$ cat src/rtl/adc_sample_avg_pkg.sv
// ============================================================================
// adc_sample_avg_pkg : shared state encoding and ADC width for the fan path
// Rev 1.0
// ============================================================================
`default_nettype none

package adc_sample_avg_pkg;

    localparam int DEF_ADC_BITWIDTH = 6;

    typedef enum logic [1:0] {
        ST_IDLE  = 2'd0,
        ST_START = 2'd1,
        ST_WAIT  = 2'd2,
        ST_ACC   = 2'd3
    } state_t;

endpackage

`default_nettype wire

$ cat src/rtl/adc_sample_avg_sync_rise_det.sv
// ============================================================================
// adc_sample_avg_sync_rise_det : multi-flop synchroniser plus rising-edge detect
// Rev 1.0
// ============================================================================
`default_nettype none

module adc_sample_avg_sync_rise_det #(
    parameter int STAGES = 2
) (
    input  logic clk_i,
    input  logic rst_i,
    input  logic async_i,
    output logic rise_o
);

    logic [STAGES-1:0] sync_q;
    logic              last_q;

    always_ff @(posedge clk_i or posedge rst_i) begin
        if (rst_i) begin
            sync_q <= '0;
            last_q <= 1'b0;
        end else begin
            sync_q <= {sync_q[STAGES-2:0], async_i};
            last_q <= sync_q[STAGES-1];
        end
    end

    assign rise_o = sync_q[STAGES-1] & ~last_q;

endmodule

`default_nettype wire

$ cat src/rtl/adc_sample_avg.sv
// ============================================================================
// adc_sample_avg : paces ADC conversions, captures results, box-car averages
// Rev 1.0
// ============================================================================
`default_nettype none

module adc_sample_avg
    import adc_sample_avg_pkg::*;
#(
    parameter int ADC_BITWIDTH = DEF_ADC_BITWIDTH,
    parameter int AVG_LOG2     = 2,
    parameter int CONV_DIV     = 100000,
    parameter int TIMEOUT      = 255
) (
    input  logic                    clk_i,
    input  logic                    rst_i,
    input  logic [ADC_BITWIDTH-1:0] adc_data_i,
    input  logic                    adc_drdy_i,
    output logic                    adc_start_o,
    output logic [ADC_BITWIDTH-1:0] adc_value_o,
    output logic                    data_valid_strb_o,
    output logic                    adc_timeout_o
);

    localparam int PACE_W = (CONV_DIV > 1) ? $clog2(CONV_DIV) : 1;
    localparam int TO_W   = $clog2(TIMEOUT + 1);
    localparam int ACC_W  = ADC_BITWIDTH + AVG_LOG2;
    localparam int CNT_W  = (AVG_LOG2 > 0) ? AVG_LOG2 : 1;
    localparam logic [CNT_W-1:0]  CNT_LAST  = CNT_W'((1 << AVG_LOG2) - 1);
    localparam logic [PACE_W-1:0] PACE_LAST = PACE_W'(CONV_DIV - 1);
    localparam logic [TO_W-1:0]   TO_LAST   = TO_W'(TIMEOUT - 1);

    state_t                  state;
    state_t                  state_nx;
    logic [PACE_W-1:0]       pace_cnt;
    logic                    tick;
    logic                    pending;
    logic [TO_W-1:0]         to_cnt;
    logic [ADC_BITWIDTH-1:0] sample;
    logic [ACC_W-1:0]        acc;
    logic [ACC_W-1:0]        acc_sum;
    logic [CNT_W-1:0]        cnt;
    logic                    drdy_rise;

    logic take_pending;
    logic capture;
    logic to_expire;
    logic acc_step;

    adc_sample_avg_sync_rise_det #(
        .STAGES (2)
    ) u_drdy_sync (
        .clk_i   (clk_i),
        .rst_i   (rst_i),
        .async_i (adc_drdy_i),
        .rise_o  (drdy_rise)
    );

    // Conversion pacing: one-deep pending flag absorbs ticks while busy.
    assign tick = (pace_cnt == PACE_LAST);

    always_ff @(posedge clk_i or posedge rst_i) begin
        if (rst_i) begin
            pace_cnt <= '0;
            pending  <= 1'b0;
        end else begin
            pace_cnt <= tick ? '0 : pace_cnt + 1'b1;
            pending  <= tick | (pending & ~take_pending);
        end
    end

    always_ff @(posedge clk_i or posedge rst_i) begin
        if (rst_i) begin
            state <= ST_IDLE;
        end else begin
            state <= state_nx;
        end
    end

    always_comb begin
        state_nx = state;
        case (state)
            ST_IDLE:  if (pending) state_nx = ST_START;
            ST_START: state_nx = ST_WAIT;
            ST_WAIT: begin
                if (drdy_rise) begin
                    state_nx = ST_ACC;
                end else if (to_cnt == TO_LAST) begin
                    state_nx = ST_IDLE;
                end
            end
            ST_ACC:   state_nx = ST_IDLE;
            default:  state_nx = ST_IDLE;
        endcase
    end

    always_comb begin
        adc_start_o  = (state == ST_START);
        take_pending = (state == ST_IDLE) && pending;
        capture      = (state == ST_WAIT) && drdy_rise;
        to_expire    = (state == ST_WAIT) && !drdy_rise && (to_cnt == TO_LAST);
        acc_step     = (state == ST_ACC);
    end

    assign acc_sum = acc + ACC_W'(sample);

    // Accumulator is wide enough for 2^AVG_LOG2 full-scale samples.
    always_ff @(posedge clk_i or posedge rst_i) begin
        if (rst_i) begin
            to_cnt            <= '0;
            sample            <= '0;
            acc               <= '0;
            cnt               <= '0;
            adc_value_o       <= '0;
            data_valid_strb_o <= 1'b0;
            adc_timeout_o     <= 1'b0;
        end else begin
            data_valid_strb_o <= 1'b0;
            if (adc_start_o) begin
                to_cnt <= '0;
            end else if (state == ST_WAIT && !drdy_rise) begin
                to_cnt <= to_cnt + 1'b1;
            end
            if (capture) begin
                sample <= adc_data_i;
            end
            if (to_expire) begin
                adc_timeout_o <= 1'b1;
            end
            if (acc_step) begin
                adc_timeout_o <= 1'b0;
                if (cnt == CNT_LAST) begin
                    adc_value_o       <= ADC_BITWIDTH'(acc_sum >> AVG_LOG2);
                    data_valid_strb_o <= 1'b1;
                    acc               <= '0;
                    cnt               <= '0;
                end else begin
                    acc <= acc_sum;
                    cnt <= cnt + 1'b1;
                end
            end
        end
    end

endmodule

`default_nettype wire
$ cat config.mk
export PLATFORM = sky130hd
export DESIGN_NAME = adc_sample_avg
export DESIGN_NICKNAME = d
export VERILOG_FILES = /design/src/rtl/adc_sample_avg_pkg.sv /design/src/rtl/adc_sample_avg_sync_rise_det.sv /design/src/rtl/adc_sample_avg.sv
export SDC_FILE = /design/constraint.sdc
export NUM_CORES = 1
export LEC_CHECK = 0
export CORE_MARGIN = 4
export CORE_UTILIZATION = 58
export DETAILED_ROUTE_END_ITERATION = 10
export PLACE_DENSITY_LB_ADDON = 0.25
export SLEW_MARGIN = 20
export SYNTH_ARGS = -nofsm -noshare
export SYNTH_HDL_FRONTEND = slang
export SYNTH_SLANG_ARGS = --single-unit
$ cat constraint.sdc
create_clock -name clk_i -period 2 [get_ports clk_i]
set_input_delay 0.3 -clock clk_i [delete_from_list [all_inputs] [get_ports clk_i]]
set_output_delay 0.3 -clock clk_i [all_outputs]
set_load 0.1 [all_outputs]
# --- After elaboration in Yosys (flattened, before gate mapping) ---
# Cells that the tools add are included.
word_totals:
  romBits: 0
  out_inout_bits: 9
  ff_bits: 55
  word_cells: 52
  ramBits: 0
  latch_bits: 0
  memories: 0
op_classes:
  reduce_logical: 10
  mux: 13
  magnitude_cmp: 0
  n_bitwise: 5
  n_mul: 0
  div: 0
  n_shift: 0
  add_sub_neg: 4
  n_eq_ne: 8
ops:
  columns: ["cell", "count"]
  rows:
  - ["$mux 8", 3]
  - ["$add 17x1->17 const B", 1]
  - ["$eq 17x17->1 const B", 1]
  - ["$mux 17", 1]
  - ["$add 8x1->8 const B", 1]
  - ["$add 8x6->8", 1]
  - ["$eq 8x8->1 const B", 1]
  - ["$mux 2", 4]
  - ["$pmux 2 s4", 1]
  - ["$eq 2x2->1 const B", 3]
  - ["$logic_and 1x1->1", 4]
  - ["$mux 1", 4]
  - ["$reduce_and 2->1", 2]
  - ["$reduce_bool 2->1", 2]
  - ["$ne 3x3->1 const B", 1]
  - ["$add 2x1->2 const B", 1]
  - ["$and 1x1->1", 2]
  - ["$eq 2x1->1 const B", 1]
  - ["$logic_not 2->1", 1]
  - ["$ne 2x2->1 const B", 1]
  - ["$not 1->1", 2]
  - ["$logic_not 1->1", 1]
  - ["$or 1x1->1", 1]

# --- Depth between registers and ports, before layout ---
# Gate-level depths: netlist of run 1.
logic_depth:
  word_depth: 7
  mapped_depth: 6
  depth_no_buf: 6

# --- Hierarchy ---
# A second synthesis of run 1 with hierarchy kept.
hier_totals:
  cells_unflattened: 246
  hier_area_um2: 2622.5
modules_own_cells:
  columns: ["mod", "instances", "seq_area_each_um2", "area_per_inst_um2", "cells_each"]
  rows:
  - ["adc_sample_avg", 1, 1301.2, 2529.9, 241]
  - ["adc_sample_avg_sync_rise_det", 1, 75.1, 92.6, 5]

# --- Least setup slack after synthesis of run 1 ---
# No wires, ideal clock.
synth_timing:
  path_type: "flip-flop to flip-flop"
  startpoint: "reg sample[0]"
  endpoint: "reg acc[6]"
  period_less_slack_ns: 1.859
  path_stages_with_launch: 7
  arrival_ns: 1.738
  slack_ns: 0.141
  setup_ns: 0.122
  t_required_ns: 1.878
  path_cell_list: "dfrtp_1 ha_1 fa_1 a211oi_1 o21bai_1 a21o_1 a32o_1"
synth_between:
  elab_chain_cells: 2
synth_rtl:
  columns: ["element", "line", "text"]
  rows:
  - ["from (decl)", "adc_sample_avg.sv:39", "logic [ADC_BITWIDTH-1:0] sample;"]
  - ["from (signal assigned)", "adc_sample_avg.sv:125", "sample <= adc_data_i;"]
  - ["$add 8x6->8", "adc_sample_avg.sv:105", "assign acc_sum = acc + ACC_W'(sample);"]
  - ["$mux 8", "adc_sample_avg.sv:132", "if (cnt == CNT_LAST) begin"]
  - ["to (signal assigned)", "adc_sample_avg.sv:138", "acc <= acc_sum;"]
  - ["to (decl)", "adc_sample_avg.sv:40", "logic [ACC_W-1:0] acc;"]
# Every way passes these cells.
# A chain may end at the register's enable or synchronous reset.

# --- Worst setup path after layout of run 1 ---
layout_timing:
  startpoint: "reg sample[1]"
  endpoint: "reg acc[5]"
# The elaborated chain is that of the path after synthesis.

==> metrics.txt, run 1 <==
vias 1845; clk sinks 55; met1 usage 0.229; final setup violation count 0; Switching Power 0.378 mW; Compound-Gate Fraction of Synth Area 0.105; combinational share of power 0.024; die height 75.4 um; Critical Path Fanout Max 3; Port-buffer cells 17; Leak 1.43 nW; ratio of cells with drive above 1 in the final layout 0.148; CP required 2.23 ns; TritonCTS clock tree done; Worst-path clk slew 0.09 ns; Num CTS Buffers 5; Clk Latency, worst-skew pair 0.31 ns; CP arrival 2.13 ns; Clk Tree Root Cell clkbuf_8; top cells by area, synth dfrtp_1 52%, ha_1 4.7%, nand2_1 3.6%, xor2_1 3.3%, o21ai_0 3.2%; total congestion overflow 0; Max-cap violations 0; cell area after synthesis 2640 um2; internal power 1.45 mW; Die Width 75.4 um; synth warn 0; Design Power 1.83 mW; DR iter-0 viols 81; Seq/Total Area, Yosys 0.522; mux contribution to synthesized area 0.0527; core outline area 4380 um2; vias per cell 5.71; n_diodes 0; I/O pins 18; Global Route met3 Usage 0.0396; kind of critical path reg2reg; largest area contributor in the netlist dfrtp_1; average wire per standard cell 13.9 um; Setup crit start kind flip-flop; path type of the worst min-delay path reg2reg; slew margin rel. 0.719; residual DRC count 0; Final Cycle Share 0.951; Synth Area per Inst 10.6 um2; first-pass GRT wire length 7920 um; min Tclk post-route 1.90 ns; share of synthesized registers carrying an async set or reset 1.00; Commonest cells post-synth 55 x dfrtp_1, 25 x nand2_1, 19 x nor2_1; dpl hpwl 3270 um; initial antenna violation count 0; Post-synth top flop dfrtp_1; RSZ-0062 raised after global routing no; Synth top area share 0.522; Adder-Cell Fraction of Synth Area 0.0551; Fmax achieved 526 MHz; Pwr Density 609 nW/um2; clock buffer depth 2; setup repair bufs after CTS 0; Gate Count Post-Synth 248; largest net degree at the start of global routing 56; nets@finish 290; routability cong. 0.754; Die Area 5690 um2; GRT Total Usage 0.183; Layout fillers 327; WL final 4490 um; Fin Setup TNS 0 ns; clk_skew 0.00751 ns; first-pass iteration count of the detailed router 4; htree depth 2; measured slew at the worst slew-check pin 0.419 ns; xor and xnor area share after synthesis 0.0598; FP Rows 24; status finished, final reports clean; synthesized netlist net count 268; M2 GR Usage 0.308; simple-gate share of the synthesized area 0.186; cell with the most instances after synthesis dfrtp_1; switching part of the total 0.207; peak supply drop 0.573 mV; Clk pwr share 0.366; P&R area growth vs syn 13.9%; Post-synth EDFFs 0; Final Hold Vio Count 0; antenna-violating nets left 0; Layout Cells excl Fill 323; Seq pwr share 0.611; critical path endpoint category flip-flop; max-slew violations 0; largest family of logic cells by synthesized area simple AND/OR/NAND/NOR gates; synth unique cells 41; starting density of the core 0.601; Yosys reg bits 55; vias in the first global route 1820; placed insts 315; # hold bufs at CTS 0; Top Usage Layer GRT met2
## metal layers
layer	share of wire	routed length (um)
met3	0.042	188
met1	0.44	1990
met2	0.50	2230
met4	0.019	85
met5	0	0
## area by class of cell
class | count | area [um2] | area share
multi-input combinational | 180 | 1220 | 0.406
tap | 52 | 65.1 | 0.0217
clock buffer | 7 | 96.3 | 0.0321
timing repair buffer | 23 | 218 | 0.0726
inverter | 5 | 18.8 | 0.00626
sequential | 55 | 1380 | 0.459
clock inverter | 1 | 7.51 | 0.00250
## placed cells by master, fill, tap and decap left out, drive strengths merged, types with 2 or more instances in the layout
master and instances:
ha 10, xor2 10, nand2 25, dfrtp 55
or2 2, o21bai 2, nand3 11, nand2b 7
nor2b 2, clkdlybuf4s50 8, a211oi 4, nor3 4
nor2 20, buf 15, a21o 3, o21ai 18
mux2 7, a31oi 2, a21oi 3, inv 5
and4 5, o311ai 2, o31ai 3, nand4 12
and3 3, xnor2 8, clkbuf 7, mux2i 6
## critical path, cell delays in order, from the launching register on
cell	delay (ns)
dfrtp_1	0.43
ha_1	0.33
a211oi_1	0.42
nor2_1	0.10
o311a_1	0.32
o31ai_1	0.22
## registers in the layout, summed over array words and instances (netlist names)
signal / count
acc: 8
adc_timeout_o: 1
adc_value_o: 6
cnt: 2
data_valid_strb_o: 1
pace_cnt: 17
pending: 1
sample: 6
state: 2
to_cnt: 8
u_drdy_sync.last_q: 1
u_drdy_sync.sync_q: 2
## power by group through the flow
stage / registers (mW) / clock network, mW / logic [mW]
global placement: 1.14 / 0 / 0.0451
floorplan: 1.14 / 0 / 0.0186
global route: 1.12 / 0.740 / 0.0503
detailed placement: 1.14 / 0 / 0.0456
finish: 1.12 / 0.668 / 0.0430
CTS: 1.12 / 0.690 / 0.0458
## stage by stage
step,hold WS (ns),instance area (um2),setup WS (ns),util
2_1_floorplan,0.331,2640,0.141,-
3_3_place_gp,0.333,2890,0.0661,0.658
3_5_place_dp,0.335,2890,0.0303,0.658
4_1_cts,0.357,2990,0.0615,0.682
5_1_grt,0.367,3000,0.00672,0.684
6_report,0.355,3000,0.0975,0.684
## logic make-up after synthesis
group           Yosys count
xor+xnor                 18
simple gates             96
mux                      13
fa+ha+maj                11
flops                    55
buf+inv                  13
compound gates           42
## worst paths after layout
check	start	to	slack (ns)	cells after the start
max	sample[1]$_DFFE_PP0P_	acc[5]$_DFFE_PP0P_	0.1	5
min	u_drdy_sync.sync_q[0]$_DFF_PP0_	u_drdy_sync.sync_q[1]$_DFF_PP0_	0.35	0
max reg2reg	sample[1]$_DFFE_PP0P_	acc[5]$_DFFE_PP0P_	0.1	5
min reg2reg	u_drdy_sync.sync_q[0]$_DFF_PP0_	u_drdy_sync.sync_q[1]$_DFF_PP0_	0.35	0
max in group asynchronous	rst_i	acc[3]$_DFFE_PP0P_	1.41	3
min in group asynchronous	rst_i	u_drdy_sync.sync_q[0]$_DFF_PP0_	0.36	3
## repair_timing
item | in CTS | in global routing
resized for setup | 1 | 2
pin swaps | 0 | 0
setup endpoints to repair | 1 | 2
Note: power is estimated with default switching activity, not from simulation.
==> run 2, diff against run 1 <==
--- a/config.mk
+++ b/config.mk
@@ -5,8 +5,10 @@
 export SDC_FILE = /design/constraint.sdc
 export NUM_CORES = 1
 export LEC_CHECK = 0
+export CELL_PAD_IN_SITES_DETAIL_PLACEMENT = 1
+export CELL_PAD_IN_SITES_GLOBAL_PLACEMENT = 2
 export CORE_MARGIN = 4
-export CORE_UTILIZATION = 58
+export CORE_UTILIZATION = 38
 export DETAILED_ROUTE_END_ITERATION = 10
 export PLACE_DENSITY_LB_ADDON = 0.25
 export SLEW_MARGIN = 20
==> metrics.txt, run 2 (synthesis results as in run 1) <==
Clk Tree Root Cell clkbuf_8; Setup crit start kind flip-flop; WL final 5390 um (+20%); Pwr Density 591 nW/um2 (-3.0%); final setup violation count 0 (unchanged); commonest non-fill, non-tap cell in the layout dfrtp_1; Leak 1.43 nW (about the same); Final Cycle Share 0.955 (+0.00372); total congestion overflow 0 (unchanged); largest net degree at the start of global routing 42 (-25%); vias in the first global route 2072 (+14%); Num CTS Buffers 5 (unchanged); Port-buffer cells 17 (unchanged); residual DRC count 0 (unchanged); n_diodes 0 (unchanged); clk_skew 0.00745 ns (-0.0000606 ns); status finished, final reports clean; # hold bufs at CTS 0 (unchanged); Final Hold Vio Count 0 (unchanged); average wire per standard cell 15.4 um (+10%); nets@finish 291 (+0.34%); Critical Path Fanout Max 4 (+1); placed insts 344 (+9.2%); Die Area 8330 um2 (+47%); DR iter-0 viols 48 (-41%); min Tclk post-route 1.91 ns (+0.00744 ns); commonest cells after routing, fill and taps aside 55 x dfrtp_1, 25 x nand2_1, 19 x nor2_1; Layout Cells excl Fill 351 (+8.7%); first-pass GRT wire length 9670 um (+22%); Largest Register pace_cnt; initial antenna violation count 0 (unchanged); dpl hpwl 3960 um (+21%); ratio of cells with drive above 1 in the final layout 0.148 (unchanged); RSZ-0062 raised after global routing yes; routability cong. 0.747 (-0.95%); Max-cap violations 0 (unchanged); peak supply drop 0.333 mV (-42%); WHS 0.265 ns (-0.0894 ns); Final Core Density 0.448 (-0.236); clk sinks 55 (unchanged); first-pass iteration count of the detailed router 4 (unchanged); Die Width 91.3 um (+21%); max-slew violations 0 (unchanged); I/O pins 18 (unchanged); max FFs per register 17 (unchanged); kind of critical path reg2reg; clock buffer depth 2 (unchanged); TritonCTS clock tree done; Worst-path clk slew 0.10 ns (about the same); starting density of the core 0.390 (-0.211); measured slew at the worst slew-check pin 0.351 ns (-0.0681 ns); vias per cell 5.42 (-5.2%); Fmax achieved 524 MHz (-0.39%); vias 1901 (+3.0%); path type of the worst min-delay path in2async; htree depth 2 (unchanged); antenna-violating nets left 0 (unchanged); core outline area 6760 um2 (+54%); Regs by FF count pace_cnt x17, acc x8, to_cnt x8; P&R area growth vs syn 14.9%; GRT Total Usage 0.142 (-0.0411); die height 91.3 um (+21%); slew margin rel. 0.766 (+0.0467); FP Rows 30 (+25%); CP required 2.20 ns (-0.03 ns); Design Power 1.79 mW (-2.1%); Clk Latency, worst-skew pair 0.31 ns (about the same); Fin Setup TNS 0 ns (unchanged); CP arrival 2.11 ns (-0.02 ns); critical path endpoint category flip-flop
## run 2: changes by cell type in the layout (fill, tap and decap cells not counted)
cell / previous run / this run
clkinvlp_4: 1 / 0
clkbuf_8: 7 / 6
clkinv_2: 0 / 1
buf_4: 13 / 14
## run 2: critical path: stages, from the launching register on
cell and delay, ns:
dfrtp_1 0.43, ha_1 0.32, a211oi_1 0.09, buf_4 0.15, o21a_1 0.21, o311ai_0 0.35, a21bo_2 0.26
## run 2: final cells by class
type | instances | area [um2]
Multi-Input combinational cell | 180 | 1220
Tap cell | 80 | 100
Fill cell | 749 | 3730
Clock inverter | 1 | 5.00
Clock buffer | 6 | 82.6
Timing Repair Buffer | 24 | 225
Sequential cell | 55 | 1380
Inverter | 5 | 18.8
## run 2: final timing paths
| kind | cells after the start | startpoint | slack (ns) | end |
|---|---|---|---|---|
| min reg2reg | 0 | u_drdy_sync.sync_q[0]$_DFF_PP0_ | 0.36 | u_drdy_sync.sync_q[1]$_DFF_PP0_ |
| max in group asynchronous | 3 | rst_i | 1.21 | pace_cnt[8]$_DFF_PP0_ |
| max reg2reg | 6 | sample[1]$_DFFE_PP0P_ | 0.09 | acc[7]$_DFFE_PP0P_ |
| min | 2 | rst_i | 0.27 | to_cnt[5]$_DFFE_PP0P_ |
| min in group clk_i | 0 | u_drdy_sync.sync_q[0]$_DFF_PP0_ | 0.36 | u_drdy_sync.sync_q[1]$_DFF_PP0_ |
| max | 6 | sample[1]$_DFFE_PP0P_ | 0.09 | acc[7]$_DFFE_PP0P_ |
## run 2: through the flow
step / setup slack (ns) / area (um2)
after detailed placement: 0.0152 / 2930
after global placement: 0.0679 / 2930
after floorplan: 0.141 / 2640
after CTS: 0.0403 / 3020
final: 0.0901 / 3030
after global routing: -0.00639 / 3030
## run 2: what timing repair did
action                     in CTS  in global routing
resized for setup               1                  2
setup endpoints to repair       2                  4
setup buffers                   0                  0
pin swaps                       0                  0
## run 2: metal layers
layer	routed length (um)	global-route usage	vias to the layer above
met5	0	0	-
met4	110	0.0503	0
met3	175	0.0356	10
met2	2580	0.233	22
met1	2520	0.182	940
li1	-	-	929
## run 2: report_power, final
part           total (mW)  internal [mW]  switching (mW)
Combinational      0.0448         0.0188          0.0260
Clock               0.627          0.273           0.354
Sequential           1.12           1.11         0.00124
Total                1.79           1.41           0.382
